### config.mk
export PLATFORM = sky130hd
export DESIGN_NAME = entrada_jogada
export DESIGN_NICKNAME = d
export VERILOG_FILES = /design/src/rtl/jogo_pkg.sv /design/src/rtl/sincronizador_botoes.sv /design/src/rtl/entrada_jogada.sv
export SDC_FILE = /design/constraint.sdc
export NUM_CORES = 1
export LEC_CHECK = 0
export BUFFER_PORTS_ARGS = -buffer_cell sky130_fd_sc_hd__buf_2
export CORE_ASPECT_RATIO = 0.6
export CORE_MARGIN = 4
export CORE_UTILIZATION = 42
export DETAILED_ROUTE_END_ITERATION = 10
export PLACE_DENSITY = 0.55
export SYNTH_ARGS = -nofsm -noshare
export SYNTH_HDL_FRONTEND = slang
export SYNTH_HIERARCHICAL = 1
export SYNTH_SLANG_ARGS = --single-unit
### constraint.sdc
create_clock -name clock -period 11.7 [get_ports clock]
set_clock_uncertainty 0.15 [all_clocks]
set_input_delay 1.755 -clock clock [delete_from_list [all_inputs] [get_ports clock]]
set_output_delay 1.755 -clock clock [all_outputs]
set_load 0.02 [all_outputs]
### src/rtl/jogo_pkg.sv
// jogo_pkg: shared states, constants and cell-index helper for the board input path
package jogo_pkg;
    typedef enum logic [2:0] {
        ESPERA = 3'd0,
        FILTRA = 3'd1,
        PRONTO = 3'd2,
        SOLTA  = 3'd3
    } estado_t;
    localparam logic [3:0] JOGADA_NULA = 4'hF;
    localparam int N_CELULAS = 9;
    function automatic logic [3:0] onehot_para_indice(input logic [N_CELULAS-1:0] v);
        logic [3:0] r;
        r = '0;
        for (int i = 0; i < N_CELULAS; i++)
            if (v[i]) r = 4'(i);
        return r;
    endfunction
endpackage

### src/rtl/sincronizador_botoes.sv
// sincronizador_botoes: two-flop synchroniser for the asynchronous board buttons
module sincronizador_botoes
    import jogo_pkg::*;
(
    input  logic                 clock,
    input  logic                 reset,
    input  logic [N_CELULAS-1:0] d,
    output logic [N_CELULAS-1:0] q
);
    logic [N_CELULAS-1:0] m;
    always_ff @(posedge clock)
        if (reset) {q, m} <= '0;
        else       {q, m} <= {m, d};
endmodule

### src/rtl/entrada_jogada.sv
// entrada_jogada: debounces the board buttons into one validated, held move
module entrada_jogada
    import jogo_pkg::*;
#(
    parameter int DEBOUNCE_CYCLES = 50000,
    parameter int CW              = 16
) (
    input  logic                 clock,
    input  logic                 reset,
    input  logic                 zera,
    input  logic                 habilita,
    input  logic                 consome,
    input  logic [N_CELULAS-1:0] botoes,
    output logic                 tem_jogada,
    output logic [3:0]           jogada,
    output logic [2:0]           db_estado
);
    logic [N_CELULAS-1:0] b_s, cand;
    logic [CW-1:0] cnt;
    estado_t estado;
    logic limpa, unico, limite;
    assign limpa     = reset | zera;
    assign unico     = $onehot(b_s);
    assign limite    = cnt == CW'(DEBOUNCE_CYCLES - 1);
    assign db_estado = estado;
    sincronizador_botoes u_sinc (
        .clock(clock),
        .reset(limpa),
        .d    (botoes),
        .q    (b_s)
    );
    always_ff @(posedge clock)
        if (limpa) begin
            estado     <= ESPERA;
            cnt        <= '0;
            cand       <= '0;
            tem_jogada <= 1'b0;
            jogada     <= JOGADA_NULA;
        end else
            case (estado)
                ESPERA:
                    if (habilita && unico) begin
                        estado <= FILTRA;
                        cand   <= b_s;
                        cnt    <= '0;
                    end
                FILTRA:
                    if (b_s != cand || !habilita) estado <= ESPERA;
                    else if (limite) begin
                        estado     <= PRONTO;
                        jogada     <= onehot_para_indice(cand);
                        tem_jogada <= 1'b1;
                    end else cnt <= cnt + CW'(1);
                PRONTO:
                    if (consome) begin
                        estado     <= SOLTA;
                        tem_jogada <= 1'b0;
                        jogada     <= JOGADA_NULA;
                        cnt        <= '0;
                    end
                SOLTA:
                    if (b_s != '0) cnt <= '0;
                    else if (limite) estado <= ESPERA;
                    else cnt <= cnt + CW'(1);
                default: begin
                    estado     <= ESPERA;
                    tem_jogada <= 1'b0;
                    jogada     <= JOGADA_NULA;
                end
            endcase
endmodule

# Word-level counts from Yosys, hierarchy flattened
# Cells that the tools add are included.
[word_totals]
latchBits = 0
elab_cells = 71
out_inout_bits = 8
in_bits = 14
memories = 0
ff_bits = 51
romBits = 0
mem_bits_rw = 0
[op_classes]
n_reduce_logical = 11
n_mul = 0
order_cmp = 0
n_mux = 29
n_bitwise = 2
n_eq_ne = 13
div_mod_pow = 0
n_addsub = 9
n_shift = 0
[ops]
columns = ["operator", "n"]
rows = [
  ["2-to-1 mux 16 bit", 5],
  ["one-hot mux 16 bit (4 select lines)", 1],
  ["2-to-1 mux 4 bit", 10],
  ["2-to-1 mux 3 bit", 6],
  ["adder 16 x 1 -> 16 bit (second input constant)", 1],
  ["equality test 16 bit (second input constant)", 1],
  ["inequality test 2 bit (second input constant)", 6],
  ["one-hot mux 3 bit (4 select lines)", 1],
  ["one-hot mux 4 bit (3 select lines)", 1],
  ["inequality test 9 bit", 1],
  ["nonzero test 9 bit", 1],
  ["adder 1 x 1 -> 2 bit", 4],
  ["AND reduction 4 bit", 2],
  ["adder 2 x 2 -> 3 bit", 2],
  ["equality test 3 x 2 -> 1 bit (second input constant)", 2],
  ["AND reduction 5 bit", 1],
  ["adder 3 x 3 -> 4 bit", 1],
  ["adder 4 x 1 -> 4 bit", 1],
  ["equality test 4 x 1 -> 1 bit (second input constant)", 1],
  ["2-to-1 mux 1 bit", 4],
  ["nonzero test 4 bit", 1],
  ["equality test 3 x 1 -> 1 bit (second input constant)", 1],
  ["zero test 3 bit", 1],
  ["inequality test 3 bit (second input constant)", 1],
  ["8 further kinds", 8],
]

# Longest topological paths before layout
[logic_depth]
depth_word = 11
depth_mapped = 14
depth_no_buf = 13

# By module
# The synthesis kept the hierarchy.
[modules_own_cells]
columns = ["mod", "area_each_um2", "cells_per_inst", "instances", "seq_area_each_um2"]
rows = [
  ["entrada_jogada", 2273.4, 258, 1, 640.6],
  ["sincronizador_botoes", 489.2, 37, 1, 360.3],
]

# Worst setup path after synthesis
# No wires, ideal clock.
[synth_timing]
path_type = "register to register"
start = "register u_sinc.q[0]"
end = "register cnt[2]"
required_time_ns = 11.435
synth_period_minus_slack_ns = 4.185
stages_incl_launch_ff = 15
n_path_buf = 1
setup_time_ns = 0.115
path_slack_ns = 7.515
t_arrival_ns = 3.921
cell_sequence = "dfxtp_1 inv_1 fa_1 fa_1 fa_1 inv_1 fa_1 inv_1 fa_1 o2111ai_1 a21oi_2 o211ai_1 buf_2 nor4_1 o21ba_1"
[synth_via]
elab_chain_cells = 8
word_cells_on_any_way = 14
cone_classes = "4 x add/sub; 4 x eq/ne; 2 x mux; 4 x reduce/logical"
[synth_rtl]
columns = ["item", "line", "rtl"]
rows = [
  ["start, declared", "sincronizador_botoes.sv:8", "output logic [N_CELULAS-1:0] q"],
  ["start signal, assigned", "sincronizador_botoes.sv:13", "else {q, m} <= {m, d};"],
  ["adder 1 x 1 -> 2 bit (not written as such)", "entrada_jogada.sv:23", "assign unico = $onehot(b_s);"],
  ["adder 2 x 2 -> 3 bit (not written as such)", "entrada_jogada.sv:23", ""],
  ["adder 3 x 3 -> 4 bit (not written as such)", "entrada_jogada.sv:23", ""],
  ["adder 4 x 1 -> 4 bit (not written as such)", "entrada_jogada.sv:23", ""],
  ["equality test 4 x 1 -> 1 bit", "entrada_jogada.sv:23", ""],
  ["logical AND 1 bit", "entrada_jogada.sv:42", "if (habilita && unico) begin"],
  ["inequality test 2 bit (no source line)", "-", ""],
  ["AND reduction 4 bit (no source line)", "-", ""],
  ["end signal, assigned", "entrada_jogada.sv:53", "end else cnt <= cnt + CW'(1);"],
  ["end signal, assigned", "entrada_jogada.sv:64", "else cnt <= cnt + CW'(1);"],
  ["end, declared", "entrada_jogada.sv:19", "logic [CW-1:0] cnt;"],
]
# Parallel ways exist; a longest one is shown, timed or not.
# A chain may end at the register's enable or synchronous reset.

# Worst setup path after layout
# Ends and elaborated chain as after synthesis.

==> flow_metrics.tcl <==
set metrics [dict create \
    num-fill-cells 604 \
    tightestPinTransition_ns 1.05 \
    holdCritPathClass "reg -> reg" \
    fin_util_pct 48.9 \
    synth.avg_cell_area_um2 9.36 \
    ant_nets 0 \
    min_period_over_period_pct 40.8 \
    crit_buf_inv 3 \
    rrSetupSlack_ns 6.93 \
    root_buffer "clkbuf_8" \
    worstReg2RegStart "u_sinc/q[0]" \
    p_sw_share_pct 24.0 \
    final_layout_size_suffix_gt1_share_pct 13.1 \
    cts_tree "yes" \
    grtUsageTotal_pct 15.8 \
    ys.flop_type "dfxtp_1" \
    via_per_inst 5.60 \
    path_class "reg -> reg" \
    grt_setup_unrepaired "no" \
    clock_latency_ns 0.31 \
    grt_pass1_wl_um 10100 \
    place_area_mm2 0.00292 \
    yosys.cell_types.count 54 \
    yosys_warnings 6 \
    grt_max_degree 43 \
    clockBufferDepth 2 \
    cp-end-kind "register" \
    async_flop_share_pct 0 \
    crit_path_start_kind "register" \
    netlist_top_cells_area "dfxtp_1 (36%), mux2i_1 (5.8%), o211ai_1 (4.9%), inv_1 (3.9%), fa_1 (3.6%)" \
    cts_hold_buf 0 \
    clk_pin_slew_ns 0.09 \
    relSlewSlack_pct 30.3 \
    crit_required_ns 11.81 \
    p_int_mw 0.269 \
    multi_input_area_mm2 0.00158 \
    finalSetupViolCount 0 \
    io_buffers 20 \
    ios 22 \
    design_area_mm2 0.00305 \
    critical_path_arrival_ns 4.88 \
    yosysSeqAreaShare_pct 36.2 \
    critPathMaxStageDelay_ns 0.78 \
    nets 339 \
    die_area_mm2 0.00798 \
    rr_worst_depth 13 \
    clock_sinks 50 \
    antenna_found_initial 0 \
    wl_per_cell_um 15.4 \
    fmax_ghz 0.210 \
    cts.repair.resized 0 \
    die_x_um 113 \
    start_util_pct 44.2 \
    drt_wl_total_um 6110 \
    use_met3_pct 3.85 \
    dieHeight_um 70.8 \
    fin_hold_ws_ns 0.293 \
    slew_viol_final 0 \
    slowest_stage "o21ai_1" \
    cp-endpoint "cnt[2]" \
    area_growth_pct 10.5 \
    htreeDepth 2 \
    maxCapViolCount 0 \
    grt_util_met2_pct 18.5 \
    drc 0 \
    fin_crit_ns 4.77 \
    cts_buffers 5 \
    core_mm2 0.00625 \
    syn-cell-area_mm2 0.00276 \
    power-per-cell-area_mw_per_mm2 116 \
    r2r_end "cnt[2]" \
    synth-edff-count 0 \
    outcome "complete, no violations" \
    num_antenna_cells 0 \
    fin_setup_tns_ns 0 \
    p_leak_nw 1.03 \
    gp_routability_congestion 0.794 \
    overflow 0 \
    ff_latch_area_mm2 0.00100 \
    busiest_layer "met1" \
    p_seq_share_pct 49.1 \
    cp_common_cell "fa_1" \
    dp.final_hpwl_um 4530 \
    crit_cells 13 \
    synth.top_cell.area_share_pct 36.2 \
    post_cts.repair.setup_buffers 0 \
    critPathMaxFanout 15 \
    vias 2225 \
    power_switching_mw 0.0848 \
    std_cell_rows 22 \
    critical_path.startpoint "u_sinc/q[0]" \
    vdd_ir_drop_max_v 0.0000481 \
    drtPass1Iterations 5 \
    final_hold_viol_count 0 \
    netlist_instances 295 \
    path_cells "inv_1 > fa_1 > fa_1 > fa_1 > inv_1 > fa_1 > inv_1 > fa_1 > o2111ai_1 > a21oi_2 > o21ai_1 > o21ai_1 > o21ba_1" \
    grt_pass1_vias 2007 \
    p_clk_share_pct 41.6 \
    p_comb_share_pct 9.2 \
    synth_nets 322 \
    synth_top_area_cell "dfxtp_1" \
    grtUsageMet1_pct 26.9 \
    ys_ff_latch 50 \
    cpLargestDelayFamily "adder cells" \
    drt_iter0_drc 107 \
]
## cells in the final DEF (no fill, tap or decap), drive strengths merged, types with 9 or more instances in the layout
master   n
dfxtp   50
inv     29
buf     23
o211ai  18
nor2    16
mux2i   16
nor2b   12
nor4    12
a21oi   11
xnor2    9
## power by group through the flow
stage / registers (mW) / logic [mW] / clock network, mW
finish: 0.174 / 0.0327 / 0.147
global route: 0.174 / 0.0366 / 0.158
CTS: 0.174 / 0.0329 / 0.152
detailed placement: 0.178 / 0.0328 / 0
global placement: 0.178 / 0.0324 / 0
floorplan: 0.177 / 0.0250 / 0
## cells in the mapped netlist (2+ instances only)
master     count
a21oi_1       10
buf_4          2
o2111ai_1      2
nor3_1         8
buf_6          2
mux2i_1       16
nand3_1        6
nor4_1         8
a211oi_1       3
o31ai_1        6
o31a_1         2
buf_1          2
or4_1          8
dfxtp_1       50
a31oi_1        2
and2b_1        7
clkbuf_1       4
or3_1          4
and2_1         2
nor4_2         4
fa_1           5
ha_1           8
nor4b_1        2
nand2_1        8
xnor2_1        9
buf_2          3
inv_1         29
nand2b_1       2
nor2b_1       12
o211ai_1      18
o311a_1        2
or4b_1         3
o21ai_1        2
nor2_1        16
o21bai_1       3
nand4_1        7
## layer usage
layer  up-vias  share of wire [%]  wire length (um)
li1       1118                  -                 -
met1      1034                 58              3530
met2        63                 35              2110
met3        10                6.4               391
met4         0                1.3                78
met5         -                  0                 0
## cell type report
| type | instances | share of cell area, % |
|---|---|---|
| multi-input cells | 203 | 51.7 |
| clock buffers | 5 | 2.25 |
| clock inverters | 3 | 2.25 |
| flip-flops and latches | 50 | 32.8 |
| repair buffers | 23 | 4.02 |
| well taps | 84 | 3.44 |
| inverters | 29 | 3.57 |
## stage by stage
step	instances	total power, mW	setup WS (ns)
after CTS	397	0.359	6.86
after global routing	397	0.369	6.59
after floorplan	295	0.203	7.51
after global placement	389	0.210	7.03
final	397	0.354	6.93
after detailed placement	389	0.210	6.88
## worst min path at each step
| stage | start | slack (ns) | to | cells after the start |
|---|---|---|---|---|
| 2_1_floorplan | u_sinc/m[8] | 0.26 | u_sinc/q[8] | 1 |
| 3_3_place_gp | u_sinc/m[8] | 0.26 | u_sinc/q[8] | 1 |
| 3_5_place_dp | u_sinc/m[6] | 0.27 | u_sinc/q[6] | 1 |
| 4_1_cts | u_sinc/m[6] | 0.29 | u_sinc/q[6] | 1 |
| 5_1_grt | u_sinc/m[4] | 0.32 | u_sinc/q[4] | 1 |
| 6_report | u_sinc/m[6] | 0.29 | u_sinc/q[6] | 1 |
## sequential cells by signal (all words and copies together) (netlist names)
name        count
cand            9
cnt            16
db_estado       2
jogada          4
tem_jogada      1
u_sinc/m        9
u_sinc/q        9
## logic make-up after synthesis
logic type,Yosys count,share of synthesized area [%]
AND/OR/NAND/NOR,103,23.8
AO/OA/AOI/OAI,60,16.8
flip-flops,50,36.2
buffers and inverters,42,6.66
multiplexers,17,6.20
adder cells (fa/ha/maj),13,7.25
XOR/XNOR,9,2.85
other,1,0.136
Note: power is estimated with default switching activity, not from simulation.
